### src/rtl/fetch_sequencer_if.sv
// Fetch sequencer bus: hazard/branch/halt requests in,
// PC/IF-ID control, debug state and fetch counter out.
interface fetch_sequencer_if #(
    parameter int CNT_W = 32
);
    logic             hazardStall;
    logic             branchReq;
    logic [31:0]      branchTarget;
    logic             haltReq;
    logic             pcEnb;
    logic             branchTaken;
    logic [31:0]      branchAddress;
    logic             ifidEnb;
    logic             flush;
    logic             halted;
    logic [1:0]       state;
    logic [CNT_W-1:0] fetchCount;

    modport master (
        input  hazardStall,
        input  branchReq,
        input  branchTarget,
        input  haltReq,
        output pcEnb,
        output branchTaken,
        output branchAddress,
        output ifidEnb,
        output flush,
        output halted,
        output state,
        output fetchCount
    );

    modport slave (
        output hazardStall,
        output branchReq,
        output branchTarget,
        output haltReq,
        input  pcEnb,
        input  branchTaken,
        input  branchAddress,
        input  ifidEnb,
        input  flush,
        input  halted,
        input  state,
        input  fetchCount
    );
endinterface

### src/rtl/fetch_sequencer.sv
// Fetch-stage sequencer: boot delay, branch redirect with
// flush window, hazard stall and halt, plus fetch counter.
module fetch_sequencer #(
    parameter int BOOT_CYCLES  = 4,
    parameter int FLUSH_CYCLES = 2,
    parameter int CNT_W        = 32
) (
    input logic                clk,
    input logic                rst,
    fetch_sequencer_if.master  bus
);
    localparam logic [1:0] BOOT     = 2'd0;
    localparam logic [1:0] RUN      = 2'd1;
    localparam logic [1:0] REDIRECT = 2'd2;
    localparam logic [1:0] HALT     = 2'd3;

    localparam int BW = $clog2(BOOT_CYCLES) + 1;
    localparam int FW = $clog2(FLUSH_CYCLES) + 1;

    localparam logic [BW-1:0] BOOT_LAST  = BW'(BOOT_CYCLES - 1);
    localparam logic [FW-1:0] FLUSH_LAST = FW'(FLUSH_CYCLES - 1);

    logic [1:0]       curState;
    logic [1:0]       nextState;
    logic [BW-1:0]    bootCnt;
    logic [BW-1:0]    nextBoot;
    logic [FW-1:0]    flushCnt;
    logic [FW-1:0]    nextFlush;
    logic [CNT_W-1:0] fetchCnt;
    logic             pcEn;
    logic             taken;
    logic             ifidEn;
    logic             flushOn;
    logic             haltOn;

    // Output decode and next-state selection by fixed priority
    always_comb begin
        nextState = curState;
        nextBoot  = bootCnt;
        nextFlush = flushCnt;
        pcEn      = 1'b0;
        taken     = 1'b0;
        ifidEn    = 1'b0;
        flushOn   = 1'b0;
        haltOn    = 1'b0;
        case (curState)
            BOOT: begin
                if (bootCnt == BOOT_LAST) begin
                    nextState = RUN;
                    nextBoot  = '0;
                end else begin
                    nextBoot = bootCnt + 1'b1;
                end
            end
            RUN: begin
                if (bus.branchReq) begin
                    pcEn    = 1'b1;
                    taken   = 1'b1;
                    ifidEn  = 1'b1;
                    flushOn = 1'b1;
                    if (FLUSH_CYCLES > 1) begin
                        nextState = REDIRECT;
                        nextFlush = FW'(1);
                    end
                end else if (bus.haltReq) begin
                    nextState = HALT;
                end else if (!bus.hazardStall) begin
                    pcEn   = 1'b1;
                    ifidEn = 1'b1;
                end
            end
            REDIRECT: begin
                pcEn    = 1'b1;
                ifidEn  = 1'b1;
                flushOn = 1'b1;
                if (flushCnt == FLUSH_LAST) begin
                    nextState = RUN;
                    nextFlush = '0;
                end else begin
                    nextFlush = flushCnt + 1'b1;
                end
            end
            HALT: begin
                haltOn = 1'b1;
                if (!bus.haltReq) begin
                    nextState = RUN;
                end
            end
            default: begin
                nextState = BOOT;
                nextBoot  = '0;
                nextFlush = '0;
            end
        endcase
    end

    // State and sub-counters, cleared asynchronously
    always_ff @(posedge clk or negedge rst) begin
        if (!rst) begin
            curState <= BOOT;
            bootCnt  <= '0;
            flushCnt <= '0;
        end else begin
            curState <= nextState;
            bootCnt  <= nextBoot;
            flushCnt <= nextFlush;
        end
    end

    // Free-running fetch counter, wraps naturally
    always_ff @(posedge clk or negedge rst) begin
        if (!rst) begin
            fetchCnt <= '0;
        end else if (pcEn) begin
            fetchCnt <= fetchCnt + 1'b1;
        end
    end

    assign bus.pcEnb         = pcEn;
    assign bus.branchTaken   = taken;
    assign bus.branchAddress = taken ? bus.branchTarget : 32'd0;
    assign bus.ifidEnb       = ifidEn;
    assign bus.flush         = flushOn;
    assign bus.halted        = haltOn;
    assign bus.state         = curState;
    assign bus.fetchCount    = fetchCnt;
endmodule

### src/flat_wrapper.sv
// flat-port wrapper written by rule: the top's interface ports become plain ports
module fetch_sequencer_flat 
#(
    parameter int BOOT_CYCLES  = 4,
    parameter int FLUSH_CYCLES = 2,
    parameter int CNT_W        = 32
)
  (clk, rst, bus_hazardStall, bus_branchReq, bus_branchTarget, bus_haltReq, bus_pcEnb, bus_branchTaken, bus_branchAddress, bus_ifidEnb, bus_flush, bus_halted, bus_state, bus_fetchCount);
  fetch_sequencer_if #(.CNT_W(CNT_W)) bus_i ();
  input logic clk;
  input logic rst;
  input wire logic [$bits(bus_i.hazardStall)-1:0] bus_hazardStall;
  input wire logic [$bits(bus_i.branchReq)-1:0] bus_branchReq;
  input wire logic [$bits(bus_i.branchTarget)-1:0] bus_branchTarget;
  input wire logic [$bits(bus_i.haltReq)-1:0] bus_haltReq;
  output wire logic [$bits(bus_i.pcEnb)-1:0] bus_pcEnb;
  output wire logic [$bits(bus_i.branchTaken)-1:0] bus_branchTaken;
  output wire logic [$bits(bus_i.branchAddress)-1:0] bus_branchAddress;
  output wire logic [$bits(bus_i.ifidEnb)-1:0] bus_ifidEnb;
  output wire logic [$bits(bus_i.flush)-1:0] bus_flush;
  output wire logic [$bits(bus_i.halted)-1:0] bus_halted;
  output wire logic [$bits(bus_i.state)-1:0] bus_state;
  output wire logic [$bits(bus_i.fetchCount)-1:0] bus_fetchCount;
  assign bus_i.hazardStall = bus_hazardStall;
  assign bus_i.branchReq = bus_branchReq;
  assign bus_i.branchTarget = bus_branchTarget;
  assign bus_i.haltReq = bus_haltReq;
  assign bus_pcEnb = bus_i.pcEnb;
  assign bus_branchTaken = bus_i.branchTaken;
  assign bus_branchAddress = bus_i.branchAddress;
  assign bus_ifidEnb = bus_i.ifidEnb;
  assign bus_flush = bus_i.flush;
  assign bus_halted = bus_i.halted;
  assign bus_state = bus_i.state;
  assign bus_fetchCount = bus_i.fetchCount;
  fetch_sequencer #(.BOOT_CYCLES(BOOT_CYCLES), .FLUSH_CYCLES(FLUSH_CYCLES), .CNT_W(CNT_W)) u_core (.clk(clk), .rst(rst), .bus(bus_i));
endmodule
### config.mk
export PLATFORM = sky130hd
export DESIGN_NAME = fetch_sequencer_flat
export DESIGN_NICKNAME = d
export VERILOG_FILES = /design/src/rtl/fetch_sequencer_if.sv /design/src/rtl/fetch_sequencer.sv /design/src/flat_wrapper.sv
export SDC_FILE = /design/constraint.sdc
export NUM_CORES = 1
export LEC_CHECK = 0
export BUFFER_PORTS_ARGS = -buffer_cell sky130_fd_sc_hd__buf_2
export CAP_MARGIN = 20
export CORE_ASPECT_RATIO = 0.9
export CORE_MARGIN = 2
export CORE_UTILIZATION = 35
export CTS_CLUSTER_DIAMETER = 40
export DETAILED_ROUTE_END_ITERATION = 10
export HOLD_SLACK_MARGIN = 0.05
export MAX_ROUTING_LAYER = met4
export PLACE_DENSITY = 0.72
export SYNTH_ARGS = -nofsm -noshare
export SYNTH_HDL_FRONTEND = slang
export SYNTH_SLANG_ARGS = --single-unit
export TNS_END_PERCENT = 20
### constraint.sdc
create_clock -name clk -period 2.7 [get_ports clk]
set_input_delay 0 -clock clk [delete_from_list [all_inputs] [get_ports clk]]
set_output_delay 0 -clock clk [all_outputs]
set_load 0.01 [all_outputs]
==> metrics.csv, run 1 <==
metric,value,unit
Fin Setup TNS,0,ns
Netlist cell types,37,
top cell type by total area after synthesis,dfrtp_1,
PwrDens,698,mW/mm^2
multi-input logic area,0.00112,mm^2
hold path depth,3,
post-synthesis instance total,204,
"EDFF count, synth",0,
final period utilization,0.851,
Pwr Total,2.00,mW
synth warn,0,
relative slew slack,0.424,
Slew Limit Fails,0,
syn_nets,247,
sequential share of power,0.370,
"Hold Violations, Final",0,
Critical Path Sink Type,flip-flop,
Final Non-Filler Cells,384,
Post-synth top cells,"dfrtp_1 (39), and3_1 (38), xnor2_1 (20)",
flop2flop setup slack,0.40,ns
CTS buffer count,5,
Worst Hold Path EP,u_core.bus.state[0],
Comb pwr share,0.416,
I/O Buffers,107,
die width,87.1,um
Worst Path Arrival,2.47,ns
"Cell Area, Synth",0.00217,mm^2
Critical R2R Launch,u_core.bus.state[0],
critical path startpoint,u_core.bus.state[0],
area of the core,0.00605,mm^2
Die Y,78.8,um
layout overhead on the synthesized area,31.9,%
Worst EP required,2.87,ns
filler instances,572,
Worst-path clk slew,0.07,ns
dominant cell by count in the synthesized netlist,dfrtp_1,
All-Layer GR Usage,0.166,
effective utilization at floorplan,0.360,
worst-skew pair later-pin latency,0.29,ns
worst reg-to-reg path cell count,8,
vias in the first global route,1878,
Routed WL per cell,14.2,um
Slew @ Worst Pin,0.864,ns
"flops & latches, synth",39,
WL final,5.47,mm
MaxCap Viol Count,0,
IO Count,108,
post-synth top area share,0.449,
vias per cell,5.02,
hold path startpoint,bus_haltReq,
worst hold-check path type,in2reg,
first-pass GRT wire length,8.63,mm
initial antenna violation count,0,
DRC viols,0,
Post-synth ARST share,1.00,
sw frac,0.371,
diodes inserted,0,
status,finished clean,
CTS tree,built,
RSZ-0062 raised after global routing,false,
Clock Sinks,39,
DR pass1 iterations,4,
Synth Flop Type,dfrtp_1,
f_max,0.435,GHz
Vias,1929,
Reg area,976,um^2
Leak,1.69,nW
Clk pwr share,0.214,
Iter 0 DRT Violations,67,
DP HPWL,4.25,mm
Max VDD drop,0.000296,V
htree depth,2,
Psw,0.742,mW
routability cong.,0.822,
r2r endpoint,u_core.bus.fetchCount[28],
"Max FO, Critical Path",14,
maximum number of pins on one net before global-route repair,40,
Internal Power,1.26,mW
Worst Setup Path Type,reg2reg,
Root Buffer,clkbuf_8,
Final #Nets,354,
post-CTS resize count,0,
Synth area leaders,"dfrtp_1 (45%), and3_1 (11%), xnor2_1 (8.1%), xor2_1 (3.6%), ha_1 (3.5%)",
Startpoint Class,flip-flop,
Final ANT Viol Nets,0,
min Tclk post-route,2.30,ns
average size of a mapped cell,10.7,um^2
clk_skew,0.00633,ns
share of layout cells above drive strength 1,0.433,
Die ar.,0.00686,mm^2
register area share after synthesis,0.449,
grt ovf,0,
Std-Cell Rows,27,
dpl cells,375,
Clock Tree Buf Depth,2,
setup violators final,0,
==> cell usage in the layout (no fill, tap or decap), types with 2 or more instances in the layout <==
cell,n
a21oi_1,2
and2_1,3
and3_1,38
and4_1,3
buf_2,107
buf_4,2
clkbuf_8,7
dfrtp_1,39
ha_1,6
inv_1,5
mux2_2,3
mux2i_1,2
nand2_1,13
nand2b_1,2
nand3_1,10
nand3_2,2
nand4_1,9
nand4_4,2
nor2_1,7
nor3_2,2
o21ai_0,2
xnor2_1,20
xnor2_2,2
xor2_1,9
==> worst max-delay path, stage by stage (launching register included) <==
cell and delay [ns]:
dfrtp_1 0.41, inv_1 0.12, ha_1 0.30, or2_4 0.19
o311ai_4 0.14, inv_2 0.22, and4_1 0.49, nand4_4 0.15
xnor2_2 0.15
==> final cells by class <==
cell class,instances,area share
Timing Repair Buffer,110,0.195
Sequential cell,39,0.340
Inverter,6,0.00785
Clock buffer,8,0.0349
Tap cell,72,0.0314
Multi-Input combinational cell,149,0.390
==> cell families after synthesis <==
| logic type | synth area share |
|---|---|
| simple gates | 0.291 |
| flops | 0.449 |
| xor+xnor | 0.132 |
| buf+inv | 0.0362 |
| compound gates | 0.0328 |
| fa+ha+maj | 0.0345 |
| mux | 0.0247 |
==> metrics by stage <==
| step | setup slack (ns) | instance area [um^2] | utilization | hold slack (ns) |
|---|---|---|---|---|
| 6_report | 0.403 | 2870 | 0.474 | 0.165 |
| 5_1_grt | 0.253 | 2870 | 0.474 | 0.185 |
| 4_1_cts | 0.395 | 2870 | 0.474 | 0.159 |
| 3_5_place_dp | 0.388 | 2760 | 0.456 | 0.167 |
| 3_3_place_gp | 0.527 | 2760 | 0.456 | 0.163 |
| 2_1_floorplan | 0.820 | 2170 | - | -0.296 |
==> state kept, by name (all words and copies together), names as in the netlist <==
signal / count
u_core.bus.fetchCount: 32
u_core.bootCnt: 3
u_core.flushCnt: 2
u_core.bus.state: 2
==> worst max path at each step <==
| stage | to | cells after the start |
|---|---|---|
| 6_report | u_core.bus.fetchCount[28] | 8 |
| 5_1_grt | u_core.bus.fetchCount[28] | 8 |
| 4_1_cts | u_core.bus.fetchCount[28] | 8 |
| 3_5_place_dp | u_core.bus.fetchCount[28] | 8 |
| 3_3_place_gp | u_core.bus.fetchCount[28] | 8 |
| 2_1_floorplan | u_core.bus.fetchCount[21] | 8 |
==> layer usage <==
layer  share of wire  track usage
met5               0            -
met4           0.011       0.0516
met3           0.064       0.0260
met2            0.53        0.309
met1            0.40        0.179
==> what timing repair did <==
| item | CTS | global route |
|---|---|---|
| buffers inserted | 0 | 0 |
| hold buffers | 1 | 0 |
| hold endpoints to repair | 39 | 0 |
==> power groups by stage <==
stage          Combinational [mW]  Sequential, mW  Clock (mW)
3_3_place_gp                0.814           0.746           0
2_1_floorplan               0.547           0.760           0
3_5_place_dp                0.840           0.752           0
6_report                    0.832           0.740       0.429
4_1_cts                     0.844           0.740       0.440
5_1_grt                     0.920           0.752       0.457
(Power assumes the default switching activity.)
==> inputs of run 2 (changes only) <==
--- a/config.mk
+++ b/config.mk
@@ -8,13 +8,12 @@
 export BUFFER_PORTS_ARGS = -buffer_cell sky130_fd_sc_hd__buf_2
 export CAP_MARGIN = 20
 export CORE_ASPECT_RATIO = 0.9
-export CORE_MARGIN = 2
+export CORE_MARGIN = 3
 export CORE_UTILIZATION = 35
 export CTS_CLUSTER_DIAMETER = 40
 export DETAILED_ROUTE_END_ITERATION = 10
 export HOLD_SLACK_MARGIN = 0.05
 export MAX_ROUTING_LAYER = met4
-export PLACE_DENSITY = 0.72
 export SYNTH_ARGS = -nofsm -noshare
 export SYNTH_HDL_FRONTEND = slang
 export SYNTH_SLANG_ARGS = --single-unit
==> constraint.sdc (replaced) <==
create_clock -name clk -period 2.9 [get_ports clk]
set_input_delay 0 -clock clk [delete_from_list [all_inputs] [get_ports clk]]
set_output_delay 0 -clock clk [all_outputs]
set_load 0.01 [all_outputs]
==> metrics.csv, run 2 (synthesis results as in run 1) <==
metric,value,unit
Worst Path Arrival,2.45,ns
DR pass1 iterations,4,
Final ANT Viol Nets,0,
vias per cell,5.03,
share of layout cells above drive strength 1,0.429,
Clock Tree Buf Depth,2,
Clock Sinks,39,
first-pass GRT wire length,8.34,mm
dpl cells,373,
MaxCap Viol Count,0,
Slew @ Worst Pin,0.898,ns
"Hold Violations, Final",0,
post-placement cell area,0.00276,mm^2
post-layout util,0.485,
f_max,0.440,GHz
Startpoint Class,flip-flop,
Iter 0 DRT Violations,71,
final instance area,0.00284,mm^2
setup violators final,0,
sw frac,0.375,
maximum number of pins on one net before global-route repair,40,
relative slew slack,0.402,
sequential share of power,0.384,
"commonest non-fill, non-tap cell in the layout",buf_2,
diodes inserted,0,
hold bufs inserted after CTS,1,
pre-CTS WS,0.619,ns
routability cong.,0.801,
CTS buffer count,5,
Worst Setup Path Type,reg2reg,
filler instances,578,
slowest CP cell,and4_1,
Final Non-Filler Cells,380,
CP cell instances,"inv_1, ha_1, or2_4, o311ai_4, inv_2, and4_1, nand4_4, xnor2_2",
final period utilization,0.785,
Pwr Total,1.79,mW
IO Count,108,
clk_skew,0.00580,ns
Clk pwr share,0.186,
All-Layer GR Usage,0.151,
uppermost routed layer,met4,
Die Y,80.8,um
layout overhead on the synthesized area,30.6,%
PwrDens,629,mW/mm^2
Vias,1910,
worst hold-check path type,in2reg,
Root Buffer,clkbuf_8,
Max VDD drop,0.000264,V
Leak,1.68,nW
status,finished clean,
initial antenna violation count,0,
area of the core,0.00586,mm^2
Worst EP required,3.07,ns
Final #Nets,354,
wire length on met1,2.31,mm
worst-skew pair later-pin latency,0.28,ns
Setup Buffers After CTS,0,
htree depth,2,
RSZ-0062 raised after global routing,false,
Critical Path Sink Type,flip-flop,
final hold slack,0.133,ns
DRC viols,0,
Routed WL per cell,13.8,um
max reg flops,32,
met3 WL,385,um
min Tclk post-route,2.28,ns
WL met2,2.49,mm
CTS tree,built,
Comb pwr share,0.430,
Worst-path clk slew,0.07,ns
"Max FO, Critical Path",14,
WL final,5.24,mm
DP HPWL,4.03,mm
Std-Cell Rows,26,
worst setup margin,0.625,ns
die width,89.1,um
Internal Power,1.12,mW
effective utilization at floorplan,0.371,
I/O Buffers,107,
vias in the first global route,1811,
"slowest stage delay, CP",0.49,ns
Fin Setup TNS,0,ns
Die ar.,0.00720,mm^2
most frequent cells in the layout,"buf_2 (107), dfrtp_1 (39), and3_1 (38)",
Psw,0.670,mW
grt ovf,0,
post-CTS resize count,0,
Slew Limit Fails,0,
[run 2: changes by cell type in the layout (fill, tap and decap cells not counted)]
cell and change:
clkbuf_8 -2
[run 2: worst max-delay path: cells and delay by family, from the launching register on]
kind,cells,cell delay (ns)
and+or+nand+nor,3,0.83
DFF,1,0.41
buffers and inverters,2,0.33
adders and majority gates,1,0.30
xor gates and xnor gates,1,0.15
AOI/OAI and AO/OA,1,0.13
[run 2: worst paths after layout]
kind                                      startpoint  slack, ns                   endpoint  cells past startpoint
setup / recovery                 u_core.bus.state[0]       0.62  u_core.bus.fetchCount[28]                      8
hold / removal                           bus_haltReq       0.13        u_core.bus.state[0]                      3
setup reg to reg                 u_core.bus.state[0]       0.62  u_core.bus.fetchCount[28]                      8
hold reg to reg            u_core.bus.fetchCount[31]       0.47  u_core.bus.fetchCount[31]                      1
max in group asynchronous                        rst       1.96   u_core.bus.fetchCount[0]                      2
min in group asynchronous                        rst       0.39  u_core.bus.fetchCount[23]                      2
[run 2: final cells by class]
cell class / count / area, um^2 / area share
Sequential cell: 39 / 976 / 0.344
Multi-Input combinational cell: 149 / 1120 / 0.394
Timing Repair Buffer: 110 / 561 / 0.197
Tap cell: 70 / 87.6 / 0.0309
Clock buffer: 6 / 72.6 / 0.0256
Inverter: 6 / 22.5 / 0.00793
[run 2: power by group through the flow]
stage | combinational [mW] | sequential (mW) | clock, mW
final | 0.768 | 0.686 | 0.332
after CTS | 0.779 | 0.688 | 0.347
after global routing | 0.859 | 0.701 | 0.374
after global placement | 0.767 | 0.694 | 0
after detailed placement | 0.777 | 0.698 | 0
after floorplan | 0.509 | 0.708 | 0
[run 2: routing by layer]
layer / vias to the layer above / track usage
met5: - / -
met3: 5 / 0.0314
met4: 0 / 0.0357
li1: 925 / -
met2: 86 / 0.247
met1: 894 / 0.193
